**src/rtl/npc_ras_if.sv**
```systemverilog
// Request/response bundle between the multi-cycle control path and the next-PC unit.
// NPC_ALIGN_CHECK_EN adds the misalign pulse to the bundle.
interface npc_ras_if #(
  parameter int XLEN      = 32,
  parameter int RAS_DEPTH = 4
);
  localparam int CW = $clog2(RAS_DEPTH) + 1;

  logic            pc_wr;
  logic [2:0]      pc_src;
  logic [XLEN-1:0] imm32;
  logic [25:0]     imm26;
  logic [XLEN-1:0] bus_a;
  logic            exc;
  logic            is_call;

  logic [XLEN-1:0] pc;
  logic [XLEN-1:0] pc4;
  logic [XLEN-1:0] next_pc;
  logic [XLEN-1:0] ras_top;
  logic            ras_valid;
  logic [CW-1:0]   ras_count;
  logic            ras_mispredict;
  logic            ras_overflow;
`ifdef NPC_ALIGN_CHECK_EN
  logic            misalign;

  modport master (
    output pc_wr, pc_src, imm32, imm26, bus_a, exc, is_call,
    input  pc, pc4, next_pc, ras_top, ras_valid, ras_count,
           ras_mispredict, ras_overflow, misalign
  );
  modport slave (
    input  pc_wr, pc_src, imm32, imm26, bus_a, exc, is_call,
    output pc, pc4, next_pc, ras_top, ras_valid, ras_count,
           ras_mispredict, ras_overflow, misalign
  );
`else
  modport master (
    output pc_wr, pc_src, imm32, imm26, bus_a, exc, is_call,
    input  pc, pc4, next_pc, ras_top, ras_valid, ras_count,
           ras_mispredict, ras_overflow
  );
  modport slave (
    input  pc_wr, pc_src, imm32, imm26, bus_a, exc, is_call,
    output pc, pc4, next_pc, ras_top, ras_valid, ras_count,
           ras_mispredict, ras_overflow
  );
`endif
endinterface

```
**src/rtl/npc_ras.sv**
```systemverilog
// Next-PC unit with PC register and a circular return-address stack that checks return targets.
// Optional NPC_ALIGN_CHECK_EN: misaligned register targets trap to EXC_VEC and pulse misalign.
module npc_ras #(
  parameter int              XLEN      = 32,
  parameter logic [XLEN-1:0] RESET_VEC = '0,
  parameter logic [XLEN-1:0] EXC_VEC   = XLEN'(32'h0000_0080),
  parameter int              RAS_DEPTH = 4
) (
  input logic      clk,
  input logic      reset,
  npc_ras_if.slave bus
);
  localparam int            PW   = $clog2(RAS_DEPTH);
  localparam int            CW   = PW + 1;
  localparam logic [CW-1:0] FULL = CW'(RAS_DEPTH);

  logic [XLEN-1:0]                pc_q, pc4, br_tgt, j_tgt, nxt, top;
  logic [RAS_DEPTH-1:0][XLEN-1:0] stk;
  logic [PW-1:0]                  ptr, ptr_m1;
  logic [CW-1:0]                  cnt;
  logic                           mis_q, ovf_q;
  logic                           is_ret, reg_src, bad_al, ras_en, empty, full;
  logic                           do_push, do_pop, do_repl, do_chk;

  assign pc4     = pc_q + XLEN'(4);
  assign br_tgt  = pc4 + (bus.imm32 << 2);
  assign j_tgt   = {pc4[XLEN-1:28], bus.imm26, 2'b00};
  assign is_ret  = bus.pc_src == 3'd4;
  assign reg_src = (bus.pc_src == 3'd2) || is_ret;

`ifdef NPC_ALIGN_CHECK_EN
  assign bad_al = reg_src && !bus.exc && (bus.bus_a[1:0] != 2'b00);
`else
  assign bad_al = 1'b0;
`endif

  always_comb begin
    nxt = pc4;
    if (reset)                  nxt = RESET_VEC;
    else if (bus.exc || bad_al) nxt = EXC_VEC;
    else if (reg_src)           nxt = bus.bus_a;
    else begin
      case (bus.pc_src)
        3'd1:    nxt = br_tgt;
        3'd3:    nxt = j_tgt;
        default: nxt = pc4;
      endcase
    end
  end

  always_ff @(posedge clk or posedge reset)
    if (reset)           pc_q <= RESET_VEC;
    else if (bus.pc_wr)  pc_q <= nxt;

  // ptr is the next free slot; top of stack lives one below it.
  assign ptr_m1 = ptr - PW'(1);
  assign empty  = cnt == '0;
  assign full   = cnt == FULL;
  assign top    = empty ? '0 : stk[ptr_m1];

  // Traps and misaligned targets leave the stack untouched.
  assign ras_en  = bus.pc_wr && !bus.exc && !bad_al;
  assign do_chk  = ras_en && is_ret;
  assign do_push = ras_en && bus.is_call && (!is_ret || empty);
  assign do_pop  = ras_en && is_ret && !bus.is_call && !empty;
  assign do_repl = ras_en && is_ret && bus.is_call && !empty;

  always_ff @(posedge clk or posedge reset)
    if (reset) begin
      ptr   <= '0;
      cnt   <= '0;
      mis_q <= 1'b0;
      ovf_q <= 1'b0;
    end else begin
      // Empty-stack returns count as mispredicts, hence no compare against the 0 default.
      mis_q <= do_chk && (empty || (top != bus.bus_a));
      ovf_q <= do_push && full;
      if (do_push) begin
        ptr <= ptr + PW'(1);
        if (!full) cnt <= cnt + CW'(1);
      end else if (do_pop) begin
        ptr <= ptr_m1;
        cnt <= cnt - CW'(1);
      end
    end

  always_ff @(posedge clk)
    if (do_push)      stk[ptr]    <= pc4;
    else if (do_repl) stk[ptr_m1] <= pc4;

`ifdef NPC_ALIGN_CHECK_EN
  logic mal_q;
  always_ff @(posedge clk or posedge reset)
    if (reset) mal_q <= 1'b0;
    else       mal_q <= bus.pc_wr && bad_al;
  assign bus.misalign = mal_q;
`endif

  assign bus.pc             = pc_q;
  assign bus.pc4            = pc4;
  assign bus.next_pc        = nxt;
  assign bus.ras_top        = top;
  assign bus.ras_valid      = !empty;
  assign bus.ras_count      = cnt;
  assign bus.ras_mispredict = mis_q;
  assign bus.ras_overflow   = ovf_q;
endmodule

```
**src/flat_wrapper.sv**
```systemverilog
// flat-port wrapper written by rule: the top's interface ports become plain ports
module npc_ras_flat 
#(
  parameter int              XLEN      = 32,
  parameter logic [XLEN-1:0] RESET_VEC = '0,
  parameter logic [XLEN-1:0] EXC_VEC   = XLEN'(32'h0000_0080),
  parameter int              RAS_DEPTH = 4
)
  (clk, reset, bus_pc_wr, bus_pc_src, bus_imm32, bus_imm26, bus_bus_a, bus_exc, bus_is_call, bus_pc, bus_pc4, bus_next_pc, bus_ras_top, bus_ras_valid, bus_ras_count, bus_ras_mispredict, bus_ras_overflow);
  npc_ras_if #(.XLEN(XLEN), .RAS_DEPTH(RAS_DEPTH)) bus_i ();
  input logic clk;
  input logic reset;
  input wire logic [$bits(bus_i.pc_wr)-1:0] bus_pc_wr;
  input wire logic [$bits(bus_i.pc_src)-1:0] bus_pc_src;
  input wire logic [$bits(bus_i.imm32)-1:0] bus_imm32;
  input wire logic [$bits(bus_i.imm26)-1:0] bus_imm26;
  input wire logic [$bits(bus_i.bus_a)-1:0] bus_bus_a;
  input wire logic [$bits(bus_i.exc)-1:0] bus_exc;
  input wire logic [$bits(bus_i.is_call)-1:0] bus_is_call;
  output wire logic [$bits(bus_i.pc)-1:0] bus_pc;
  output wire logic [$bits(bus_i.pc4)-1:0] bus_pc4;
  output wire logic [$bits(bus_i.next_pc)-1:0] bus_next_pc;
  output wire logic [$bits(bus_i.ras_top)-1:0] bus_ras_top;
  output wire logic [$bits(bus_i.ras_valid)-1:0] bus_ras_valid;
  output wire logic [$bits(bus_i.ras_count)-1:0] bus_ras_count;
  output wire logic [$bits(bus_i.ras_mispredict)-1:0] bus_ras_mispredict;
  output wire logic [$bits(bus_i.ras_overflow)-1:0] bus_ras_overflow;
  assign bus_i.pc_wr = bus_pc_wr;
  assign bus_i.pc_src = bus_pc_src;
  assign bus_i.imm32 = bus_imm32;
  assign bus_i.imm26 = bus_imm26;
  assign bus_i.bus_a = bus_bus_a;
  assign bus_i.exc = bus_exc;
  assign bus_i.is_call = bus_is_call;
  assign bus_pc = bus_i.pc;
  assign bus_pc4 = bus_i.pc4;
  assign bus_next_pc = bus_i.next_pc;
  assign bus_ras_top = bus_i.ras_top;
  assign bus_ras_valid = bus_i.ras_valid;
  assign bus_ras_count = bus_i.ras_count;
  assign bus_ras_mispredict = bus_i.ras_mispredict;
  assign bus_ras_overflow = bus_i.ras_overflow;
  npc_ras #(.XLEN(XLEN), .RESET_VEC(RESET_VEC), .EXC_VEC(EXC_VEC), .RAS_DEPTH(RAS_DEPTH)) u_core (.clk(clk), .reset(reset), .bus(bus_i));
endmodule
```
**config.mk**
```make
export PLATFORM = sky130hd
export DESIGN_NAME = npc_ras_flat
export DESIGN_NICKNAME = d
export VERILOG_FILES = /design/src/rtl/npc_ras_if.sv /design/src/rtl/npc_ras.sv /design/src/flat_wrapper.sv
export SDC_FILE = /design/constraint.sdc
export NUM_CORES = 1
export LEC_CHECK = 0
export ABC_CLOCK_PERIOD_IN_PS = 3800
export BUFFER_PORTS_ARGS = -buffer_cell sky130_fd_sc_hd__buf_2
export CAP_MARGIN = 30
export CORE_MARGIN = 3
export CORE_UTILIZATION = 50
export DETAILED_ROUTE_END_ITERATION = 8
export GPL_ROUTABILITY_DRIVEN = 1
export PLACE_DENSITY = 0.77
export SLEW_MARGIN = 20
export SYNTH_ARGS = -nofsm -noshare
export SYNTH_HDL_FRONTEND = slang
export SYNTH_SLANG_ARGS = --single-unit
```
**constraint.sdc**
```tcl
create_clock -name clk -period 3.8 [get_ports clk]
set_input_delay 0 -clock clk [delete_from_list [all_inputs] [get_ports clk]]
set_output_delay 0 -clock clk [all_outputs]
set_load 0.05 [all_outputs]
```
==> metrics.md <==
| Metric | Value |
|---|---|
| Drt drc | `0` |
| Clk_skew | `between 0.015 and 0.02 ns` |
| P_leak | `6.63 nW` |
| Routed WL | `between 40000 and 50000 µm` |
| Register Area | `around 4800 µm²` |
| Yosys top cell area share | `35.5%` |
| Drt wl/cell | `about 24 µm` |
| Clock latency on the worst-skew pair | `between 0.4 and 0.5 ns` |
| Worst path required time | `between 3 and 4 ns` |
| Post-Syn Area | `between 10000 and 15000 µm²` |
| Most common library cells after synthesis | `nor2_1, edfxtp_1, nand2_1` |
| Final critical-path share of the clock period | `112%` |
| Synth area leader | `edfxtp_1` |
| Slew Limit Headroom | `between 30% and 40%` |
| Initial DRC count | `1184` |
| Mean Syn Cell Area | `between 10 and 15 µm²` |
| Ports | `232` |
| DIE AREA | `roughly 23000 µm²` |
| Setup TNS | `-5.42 ns` |
| Area delta synth->final | `48.8%` |
| Crit-path cells | `buf_6, nand4_1, or4_4, or2_4, nor2b_4, xnor2_4, inv_4, ha_4, a21oi_4, nor2b_1, o21ai_1, nand2b_1, a2111oi_2, o21bai_1, a31oi_2, mux2i_2, a311oi_4, buf_6` |
| TritonCTS clock tree | `yes` |
| Cell repeated most along the worst path | `buf_6` |
| M3 GR Usage | `~8.0%` |
| Routability congestion estimate | `0.952` |
| Yosys warns | `0` |
| Final global-route overflow total | `0` |
| PwrDens | `588 nW/µm²` |
| Critical path's top delay family | `simple AND/OR/NAND/NOR gates` |
| Share of cells above drive strength 1 | `50.8%` |
| CTS root buffer | `clkbuf_16` |
| Total Routing Usage GR | `35.2%` |
| Die Height | `153 µm` |
| Setup ws final | `-0.468 ns` |
| Met1 usage | `43.6%` |
| Sw Pwr | `0.00457 W` |
| Status | `finished with violations` |
| Vias in the first global route | `10877` |
| Drt pass-1 iters | `6` |
| Via count | `10972` |
| Max Buffers Root-to-Sink | `2` |
| CP Max Fanout | `5` |
| Switch share | `48.3%` |
| Flops & latches, synth | `167` |
| CTS sink cnt | `~170` |
| HP Class | `input port to flip-flop` |
| Delay of the slowest cell on the worst path | `0.59 ns` |
| Multi-input gate area | `around 7000 µm²` |
| Busiest grt layer | `met2` |
| # fillers | `approximately 1400` |
| Worst setup path class | `flip-flop to output port` |
| Antenna violations before repair | `2` |
| Post-Synthesis Cells | `between 1000 and 1500` |
| Core area | `21200 µm²` |
| Dpl hpwl | `30100 µm` |
| WP data arrival | `4.27 ns` |
| Most frequent cell after synthesis | `nor2_1` |
| Endpoints failing hold | `0` |
| CP Buf/Inv Count | `3` |
| Critical Path Sink Type | `output port` |
| Failing checks | `negative setup slack` |
| Worst-Margin Slew | `between 1 and 1.5 ns` |
| Starting Density | `roughly half` |
| IO buf count | `229` |
| Final worst path period need | `around 4.3 ns` |
| Final setup fails | `23` |
| Global-route wire length before repair | `63000 µm` |
| Comb pwr share | `57.6%` |
| Num CTS Buffers | `17` |
| Critical path startpoint category | `flip-flop` |
| M2 GR Usage | `about three fifths` |
| Yosys cell types | `63` |
| Pint | `0.00489 W` |
| Post-synth EDFFs | `128` |
| Async set-reset flop share out of synthesis | `between 20% and 30%` |
| Ys flop type | `edfxtp_1` |
| Layout net count | `between 1500 and 2000` |
| Row count | `53` |
| Maximum clock frequency | `234 MHz` |
| RSZ-0062 raised after global routing | `yes` |
| Sequential-to-total area share from yosys stat | `44.5%` |
| DIE WIDTH | `153 µm` |
| Final ANT Viol Nets | `0` |
| Max cap viols | `0` |
| Clock transition at path regs | `0.08 ns` |
| Seq pwr share | `23.2%` |
| Worst VDD drop | `0.901 mV` |
| Depth of the CTS H-tree | `4` |
| Slowest cell on the critical path | `or4_4` |
| Top cells by area, synth | `edfxtp_1, dfrtp_1, mux4_2, nor2_1, xnor2_1` |
| Final Power | `0.00946 W` |
| Largest net degree at the start of global routing | `40` |
| Syn Nets | `1215` |
| Max-slew violations | `0` |
| Clock network power share | `19.1%` |
| Vias per inst | `6.17` |
## timing repair
action                                  4_1_cts  5_1_grt
endpoints found under the hold margin        42        0
pin swaps                                    77       73
endpoints found under the setup margin       33       34
gates resized for setup                     133       78
hold buffers                                  3        0
setup buffers                                22       27
## layer usage
metal	share of wire, %	up-vias
li1	-	4725
met1	34	5223
met2	48	848
met3	12	174
met4	6.0	2
met5	0.030	-
## flip-flops by register name, indices dropped and copies added, names as in the netlist
name	cells
u_core.ptr	2
u_core.bus.pc	32
u_core.stk	128
u_core.bus.ras_overflow	1
u_core.bus.ras_mispredict	1
u_core.bus.ras_count	3
## kinds of logic after synthesis
kind of cell	Yosys count	share of synthesized area, %
AOI/OAI and AO/OA	215	12.8
xor gates and xnor gates	86	7.03
muxes	66	10.1
DFF	167	44.5
buffers and inverters	110	3.95
adders and majority gates	42	5.00
and+or+nand+nor	389	16.6
## area by class of cell
cell class	instances	area share, %
clock inverters	15	1.22
well taps	275	2.14
diodes	1	0.0155
inverters	51	1.41
flip-flops and latches	167	30.1
clock buffers	17	2.64
multi-input cells	798	43.4
repair buffers	453	19.2
## worst paths after layout
check                           cells after the start                     from  slack, ns                       to
worst max-delay path                               18         u_core.bus.pc[2]      -0.47          bus_next_pc[30]
worst min-delay path                                5            bus_bus_a[30]       0.03        u_core.bus.pc[30]
worst min register to register                      1  u_core.bus.ras_count[2]       0.54  u_core.bus.ras_count[2]
worst max register to register                     18         u_core.bus.pc[2]      -0.22        u_core.bus.pc[29]
min in group asynchronous                           4                    reset       0.29         u_core.bus.pc[5]
max in group asynchronous                           4                    reset       3.05            u_core.ptr[0]
## per-stage QoR
step | util (%) | cell area (µm²) | hold slack, ns | std cells | worst slack (ns)
after floorplan | - | 11500 | 0.180 | 1075 | -0.540
after global placement | 66.9 | 14200 | 0.217 | 1699 | -0.168
after detailed placement | 66.9 | 14200 | 0.225 | 1699 | -0.250
after CTS | 73.6 | 15600 | 0.00155 | 1750 | -0.426
after global routing | 76.1 | 16100 | 0.0376 | 1777 | -0.623
final | 76.1 | 16100 | 0.0268 | 1777 | -0.468
## worst min-delay path, cell delays in order
cell	delay, ns
buf_2	0.13
nand3_1	0.08
nor2_1	0.10
a21oi_1	0.06
o31ai_2	0.05
## cell usage in the layout, fill, tap and decap left out, types with 14 or more instances in the layout
master     count
mux2_2        20
dfrtp_1       24
inv_2         14
nand2_1       58
buf_4        200
inv_1         23
nand4_1       23
nor2b_1       15
o21ai_0       31
nor2_1       161
clkbuf_16     17
ha_4          23
and2_1        33
nand3_1       19
o22ai_1       22
xnor2_1       42
edfxtp_1     128
dfrtp_2       15
buf_6         35
xnor2_2       14
mux4_2        32
buf_2        207
a21oi_1       35
ha_1          17
## power groups by stage
stage / clock network (W) / logic (W) / registers, W
floorplan: 0 / 0.00343 / 0.00238
global placement: 0 / 0.00507 / 0.00222
detailed placement: 0 / 0.00512 / 0.00223
CTS: 0.00182 / 0.00528 / 0.00219
global route: 0.00189 / 0.00568 / 0.00221
finish: 0.00181 / 0.00545 / 0.00220
Note: power is estimated with default switching activity, not from simulation.
